--- src/rtl/miner_csr_if.sv ---
// Avalon-MM slave bus between the HPS lightweight bridge and the miner CSR block.
interface miner_csr_if #(
  parameter int unsigned ADDR_W = 5
);
  logic [ADDR_W-1:0] avs_address;
  logic              avs_read;
  logic              avs_write;
  logic [31:0]       avs_writedata;
  logic [31:0]       avs_readdata;
  logic              avs_readdatavalid;

  modport master (
    output avs_address, avs_read, avs_write, avs_writedata,
    input  avs_readdata, avs_readdatavalid
  );

  modport slave (
    input  avs_address, avs_read, avs_write, avs_writedata,
    output avs_readdata, avs_readdatavalid
  );
endinterface

--- src/rtl/miner_csr.sv ---
// Register slave feeding header/difficulty/nonce/control into sha3_256_miner,
// capturing its solution on IRQ and counting run cycles for hash-rate reporting.
module miner_csr #(
  parameter logic [31:0] ID_VALUE = 32'h5348_4133,
  parameter int unsigned ADDR_W   = 5
) (
  input  logic          clk,
  input  logic          rst,
  miner_csr_if.slave    avs,
  output logic [255:0]  header,
  output logic [255:0]  difficulty,
  output logic [63:0]   start_nonce,
  output logic [18:0]   control,
  input  logic [63:0]   solution_in,
  input  logic [2:0]    status_in,
  input  logic          miner_irq_in,
  output logic          irq_out
);

  localparam int unsigned MAP_W = 5;

  logic [7:0][31:0] hdr_q;
  logic [7:0][31:0] dif_q;
  logic [1:0][31:0] nonce_q;
  logic [18:0]      control_q;
  logic [63:0]      sol_q;
  logic [63:0]      runcnt_q;
  logic             irq_en_q;
  logic             irq_pend_q;
  logic             wr_err_q;
  logic             miner_irq_q;

  logic [ADDR_W-1:0] addr_c;
  logic [MAP_W-1:0]  waddr_c;
  logic [31:0]       wdata_c;
  logic              wr_c;
  logic              rd_c;
  logic              miner_rise_c;
  logic              clr_pend_c;
  logic              run_start_c;
  logic [31:0]       rd_data_c;

  assign addr_c       = avs.avs_address;
  assign waddr_c      = MAP_W'(addr_c);
  assign wdata_c      = avs.avs_writedata;
  assign wr_c         = avs.avs_write;
  // A write in the same cycle as a read wins; the read is dropped.
  assign rd_c         = avs.avs_read & ~avs.avs_write;
  assign miner_rise_c = miner_irq_in & ~miner_irq_q;
  assign clr_pend_c   = wr_c & (waddr_c == 5'h17) & wdata_c[0];
  assign run_start_c  = wr_c & (waddr_c == 5'h12) & wdata_c[0] & ~control_q[0];

  assign header      = hdr_q;
  assign difficulty  = dif_q;
  assign start_nonce = nonce_q;
  assign control     = control_q;

  // Read data mux over the word map
  always_comb begin
    rd_data_c = '0;
    case (waddr_c) inside
      [5'h00:5'h07]: rd_data_c = hdr_q[waddr_c[2:0]];
      [5'h08:5'h0F]: rd_data_c = dif_q[waddr_c[2:0]];
      5'h10, 5'h11:  rd_data_c = nonce_q[waddr_c[0]];
      5'h12:         rd_data_c = 32'(control_q);
      5'h13:         rd_data_c = {27'b0, wr_err_q, irq_pend_q, status_in};
      5'h14:         rd_data_c = sol_q[31:0];
      5'h15:         rd_data_c = sol_q[63:32];
      5'h16:         rd_data_c = {31'b0, irq_en_q};
      5'h18:         rd_data_c = runcnt_q[31:0];
      5'h19:         rd_data_c = runcnt_q[63:32];
      5'h1A:         rd_data_c = ID_VALUE;
      default:       rd_data_c = '0;
    endcase
  end

  // Register file writes; parameter words are frozen while the miner runs
  always_ff @(posedge clk) begin
    if (rst) begin
      hdr_q     <= '0;
      dif_q     <= '0;
      nonce_q   <= '0;
      control_q <= '0;
      irq_en_q  <= 1'b0;
      wr_err_q  <= 1'b0;
    end else if (wr_c) begin
      case (waddr_c) inside
        [5'h00:5'h07]: begin
          if (control_q[0]) wr_err_q <= 1'b1;
          else              hdr_q[waddr_c[2:0]] <= wdata_c;
        end
        [5'h08:5'h0F]: begin
          if (control_q[0]) wr_err_q <= 1'b1;
          else              dif_q[waddr_c[2:0]] <= wdata_c;
        end
        5'h10, 5'h11: begin
          if (control_q[0]) wr_err_q <= 1'b1;
          else              nonce_q[waddr_c[0]] <= wdata_c;
        end
        5'h12: control_q <= wdata_c[18:0];
        5'h16: irq_en_q  <= wdata_c[0];
        5'h17: if (wdata_c[1]) wr_err_q <= 1'b0;
        default: ;
      endcase
    end
  end

  // Solution capture on miner IRQ rising edge; capture beats a same-cycle clear
  always_ff @(posedge clk) begin
    if (rst) begin
      miner_irq_q <= 1'b0;
      sol_q       <= '0;
      irq_pend_q  <= 1'b0;
      irq_out     <= 1'b0;
    end else begin
      miner_irq_q <= miner_irq_in;
      irq_out     <= irq_pend_q & irq_en_q;
      if (miner_rise_c) begin
        sol_q      <= solution_in;
        irq_pend_q <= 1'b1;
      end else if (clr_pend_c) begin
        irq_pend_q <= 1'b0;
      end
    end
  end

  // Run-cycle counter: cleared on run start, frozen while a solution is held
  always_ff @(posedge clk) begin
    if (rst) begin
      runcnt_q <= '0;
    end else if (run_start_c) begin
      runcnt_q <= '0;
    end else if (control_q[0] && !miner_irq_in) begin
      runcnt_q <= runcnt_q + 64'd1;
    end
  end

  // One-cycle registered read response
  always_ff @(posedge clk) begin
    if (rst) begin
      avs.avs_readdata      <= '0;
      avs.avs_readdatavalid <= 1'b0;
    end else begin
      avs.avs_readdatavalid <= rd_c;
      if (rd_c) avs.avs_readdata <= rd_data_c;
    end
  end

endmodule

--- src/flat_wrapper.sv ---
// flat-port wrapper written by rule: the top's interface ports become plain ports
module miner_csr_flat 
#(
  parameter logic [31:0] ID_VALUE = 32'h5348_4133,
  parameter int unsigned ADDR_W   = 5
)
  (clk, rst, header, difficulty, start_nonce, control, solution_in, status_in, miner_irq_in, irq_out, avs_avs_address, avs_avs_read, avs_avs_write, avs_avs_writedata, avs_avs_readdata, avs_avs_readdatavalid);
  miner_csr_if #(.ADDR_W(ADDR_W)) avs_i ();
  input  logic clk;
  input  logic rst;
  output logic [255:0] header;
  output logic [255:0] difficulty;
  output logic [63:0] start_nonce;
  output logic [18:0] control;
  input  logic [63:0] solution_in;
  input  logic [2:0] status_in;
  input  logic miner_irq_in;
  output logic irq_out;
  input wire logic [$bits(avs_i.avs_address)-1:0] avs_avs_address;
  input wire logic [$bits(avs_i.avs_read)-1:0] avs_avs_read;
  input wire logic [$bits(avs_i.avs_write)-1:0] avs_avs_write;
  input wire logic [$bits(avs_i.avs_writedata)-1:0] avs_avs_writedata;
  output wire logic [$bits(avs_i.avs_readdata)-1:0] avs_avs_readdata;
  output wire logic [$bits(avs_i.avs_readdatavalid)-1:0] avs_avs_readdatavalid;
  assign avs_i.avs_address = avs_avs_address;
  assign avs_i.avs_read = avs_avs_read;
  assign avs_i.avs_write = avs_avs_write;
  assign avs_i.avs_writedata = avs_avs_writedata;
  assign avs_avs_readdata = avs_i.avs_readdata;
  assign avs_avs_readdatavalid = avs_i.avs_readdatavalid;
  miner_csr #(.ID_VALUE(ID_VALUE), .ADDR_W(ADDR_W)) u_core (.clk(clk), .rst(rst), .avs(avs_i), .header(header), .difficulty(difficulty), .start_nonce(start_nonce), .control(control), .solution_in(solution_in), .status_in(status_in), .miner_irq_in(miner_irq_in), .irq_out(irq_out));
endmodule
--- config.mk ---
export PLATFORM = sky130hd
export DESIGN_NAME = miner_csr_flat
export DESIGN_NICKNAME = d
export VERILOG_FILES = /design/src/rtl/miner_csr_if.sv /design/src/rtl/miner_csr.sv /design/src/flat_wrapper.sv
export SDC_FILE = /design/constraint.sdc
export NUM_CORES = 2
export LEC_CHECK = 0
export ABC_AREA = 1
export CAP_MARGIN = 20
export CORE_UTILIZATION = 40
export CTS_CLUSTER_DIAMETER = 60
export CTS_CLUSTER_SIZE = 8
export DETAILED_ROUTE_END_ITERATION = 6
export PLACE_DENSITY = 0.76
export SYNTH_ARGS = -nofsm -noshare
export SYNTH_HDL_FRONTEND = slang
export SYNTH_SLANG_ARGS = --single-unit
export TNS_END_PERCENT = 20
--- constraint.sdc ---
create_clock -name clk -period 2 [get_ports clk]
set_clock_uncertainty 0.15 [all_clocks]
set_input_delay 0.2 -clock clk [delete_from_list [all_inputs] [get_ports clk]]
set_output_delay 0.2 -clock clk [all_outputs]
set_load 0.05 [all_outputs]
==> results_dict.tcl <==
set metrics [dict create \
    mostFrequentLayoutCells "nor2_1 (1398), dfxtp_1 (739), o21ai_0 (732), nand2_1 (729), buf_4 (707)" \
    cts_tree "yes" \
    max_freq_mhz 484 \
    finalCritPeriodShare_pct 103 \
    rsz0062_at_grt "true" \
    core.rowCount 105 \
    seqCellArea_sq_um 15300 \
    worstMarginPinSlew_ns 0.583 \
    die_area_sq_um 84700 \
    clock_path_buffers 3 \
    netlist_instances 4907 \
    crit_type "input pin to register" \
    required_ns 2.47 \
    gp_congestion 1.05 \
    worst_setup_path_start_kind "input pin" \
    vias_per_cell 5.80 \
    final-setup-viol-count 13 \
    fin_nets 6009 \
    arrival_ns 2.53 \
    clk_pin_slew_ns 0.05 \
    io-pin-count 738 \
    holdWs_ns 0.0157 \
    grt_max_degree 88 \
    cts_sinks 761 \
    violations "negative setup slack" \
    yosys_warnings 0 \
    r2r_slack_ns 0.03 \
    final_common_cell "nor2_1" \
    fillers 7621 \
    multiInputGateArea_sq_um 16400 \
    drtIter0Drc 5162 \
    cap_viol_max_count 0 \
    start_util_pct 40.6 \
    vias 40529 \
    clk_latency_ns 0.72 \
    die_w_microns 291 \
    fin_ws_ns -0.0667 \
    yosysUniqueCellTypes 37 \
    grt_pass1_wl_microns 265000 \
    stdcell_area_sq_um 48000 \
    vdd_ir_drop_max_uv 695 \
    syn-num-nets 5017 \
    dr.pass1.iters 7 \
    numCtsBuffers 107 \
    io_buffers 737 \
    drive_gt1_share_pct 20.3 \
    dpl_worst_slack_ns -0.922 \
    netlist_area_sq_um 33400 \
    dpl_cell_area_sq_um 44600 \
    grt_pass1_vias 36987 \
    remaining_drc_errors 0 \
    post_drt_wl_per_cell_microns 26.8 \
    ys_ff_latch 761 \
    syn_area_per_cell_sq_um 6.81 \
    syn_to_final_growth_pct 43.7 \
    finalSetupTns_ns -0.213 \
    max_slew_margin_pct 61.0 \
    root_buffer "clkbuf_16" \
    ys_seq_area_share_pct 45.6 \
    track_usage_pct 42.5 \
    hpwl_microns 141000 \
    gr-total-overflow 0 \
    min_path_cells 3 \
    final_max_slew_viol_count 0 \
    ant_nets 0 \
    htree_levels 3 \
    antenna_found_initial 3 \
    end_kind "register" \
    final-hold-violation-count 0 \
    p_per_area_nw_per_um2 759 \
    period_minus_slack_ns 2.07 \
    wl_microns 187000 \
    total_leakage_power_nw 19.9 \
    worstPathMaxFanout 16 \
    status "finished, violations left" \
    final_util_pct 58.3 \
    core_area_sq_um 82400 \
    hp-class "input pin to register" \
    die_y_microns 291 \
    ff2ff_path_depth 11 \
]
## registers in the layout, summed over array words and instances, names as in the netlist, 19 cells and up
| signal | flops |
|---|---|
| u_core.avs.avs_readdata | 32 |
| u_core.control | 19 |
| u_core.difficulty | 256 |
| u_core.header | 256 |
| u_core.runcnt_q | 64 |
| u_core.sol_q | 64 |
| u_core.start_nonce | 64 |
## cell type report
type	count	share of cell area, %
inverters	171	1.37
clock buffers	111	5.63
multi-input cells	3594	34.1
repair buffers	1264	23.7
flip-flops and latches	761	31.8
clock inverters	12	0.547
diodes	1	0.00521
well taps	1070	2.79
## Yosys cell counts
master | number | area, sq um
nand3_2 | 1 | 10.0
dfxtp_1 | 761 | 15200
and3_1 | 2 | 12.5
buf_4 | 7 | 52.6
xnor2_1 | 2 | 17.5
nand4_1 | 111 | 694
o22ai_1 | 8 | 50.1
nor3_2 | 1 | 10.0
nand2_2 | 4 | 25.0
nand3b_1 | 14 | 105
buf_2 | 86 | 430
and3b_1 | 1 | 8.76
clkbuf_1 | 243 | 912
buf_6 | 1 | 11.3
o21ai_2 | 1 | 8.76
clkinv_1 | 2 | 7.51
o211ai_1 | 33 | 248
nand3_1 | 141 | 706
nor3b_1 | 2 | 15.0
buf_1 | 41 | 154
nand2_1 | 750 | 2820
clkbuf_2 | 3 | 15.0
o21ai_0 | 743 | 3720
a211oi_1 | 4 | 30.0
inv_1 | 161 | 604
a22oi_1 | 80 | 601
nor2_2 | 14 | 87.6
nor2_4 | 5 | 56.3
a221oi_1 | 1 | 8.76
nor2_1 | 1436 | 5390
xor2_1 | 25 | 219
ha_1 | 1 | 12.5
o221ai_1 | 8 | 70.1
a21oi_1 | 161 | 806
nor3_1 | 43 | 215
inv_2 | 8 | 30.0
nor4_1 | 2 | 12.5
## critical path: stages
cell and delay, ns:
clkdlybuf4s15_1 0.44, nor2_4 0.29, buf_4 0.35, buf_12 0.21, buf_12 0.10, nand2_1 0.04
nand4_1 0.11, nand2_1 0.10, a21oi_1 0.37, buf_4 0.18, nor3_1 0.04, nor2_1 0.08
## metrics by stage
| stage | total power, mW | cells |
|---|---|---|
| 2_1_floorplan | 18.0 | 4907 |
| 3_3_place_gp | 19.9 | 6840 |
| 3_5_place_dp | 19.9 | 6840 |
| 4_1_cts | 36.3 | 6972 |
| 5_1_grt | 37.2 | 6983 |
| 6_report | 36.4 | 6984 |
## per-layer routing
layer  wire (microns)  track usage, %
met2            78900            63.7
met3            23200            11.4
met4            15300            28.5
met5               13               0
met1            69600            53.4
## final timing paths
check,startpoint,end
setup reg to reg,u_core.runcnt_q[33],u_core.runcnt_q[41]
setup / recovery,avs_avs_address[1],u_core.avs.avs_readdata[31]
hold / removal,solution_in[7],u_core.sol_q[7]
hold reg to reg,u_core.sol_q[15],u_core.sol_q[15]
## repair_timing
action / CTS / global route
hold endpoints to repair: 9 / 0
resized for setup: 662 / 235
hold buffers: 9 / 0
setup endpoints to repair: 428 / 242
buffers inserted: 0 / 11
pin swaps: 1 / 23
## power by group
| part | internal [mW] | switching [mW] | total, mW |
|---|---|---|---|
| logic | 1.21 | 2.66 | 3.87 |
| clock network | 9.66 | 7.08 | 16.7 |
| registers | 15.5 | 0.323 | 15.8 |
| total | 26.4 | 10.1 | 36.4 |
## cell families (layout without fill, tap and decap cells)
logic type	Yosys count	in the layout	synth area share, %
and+or+nand+nor	2527	2527	30.4
AOI/OAI and AO/OA	1039	1039	16.6
DFF	761	761	45.6
buffers and inverters	552	1558	6.64
xor gates and xnor gates	27	27	0.708
adders and majority gates	1	1	0.0375
other	0	1	0
Power figures use the tool's default switching activity.
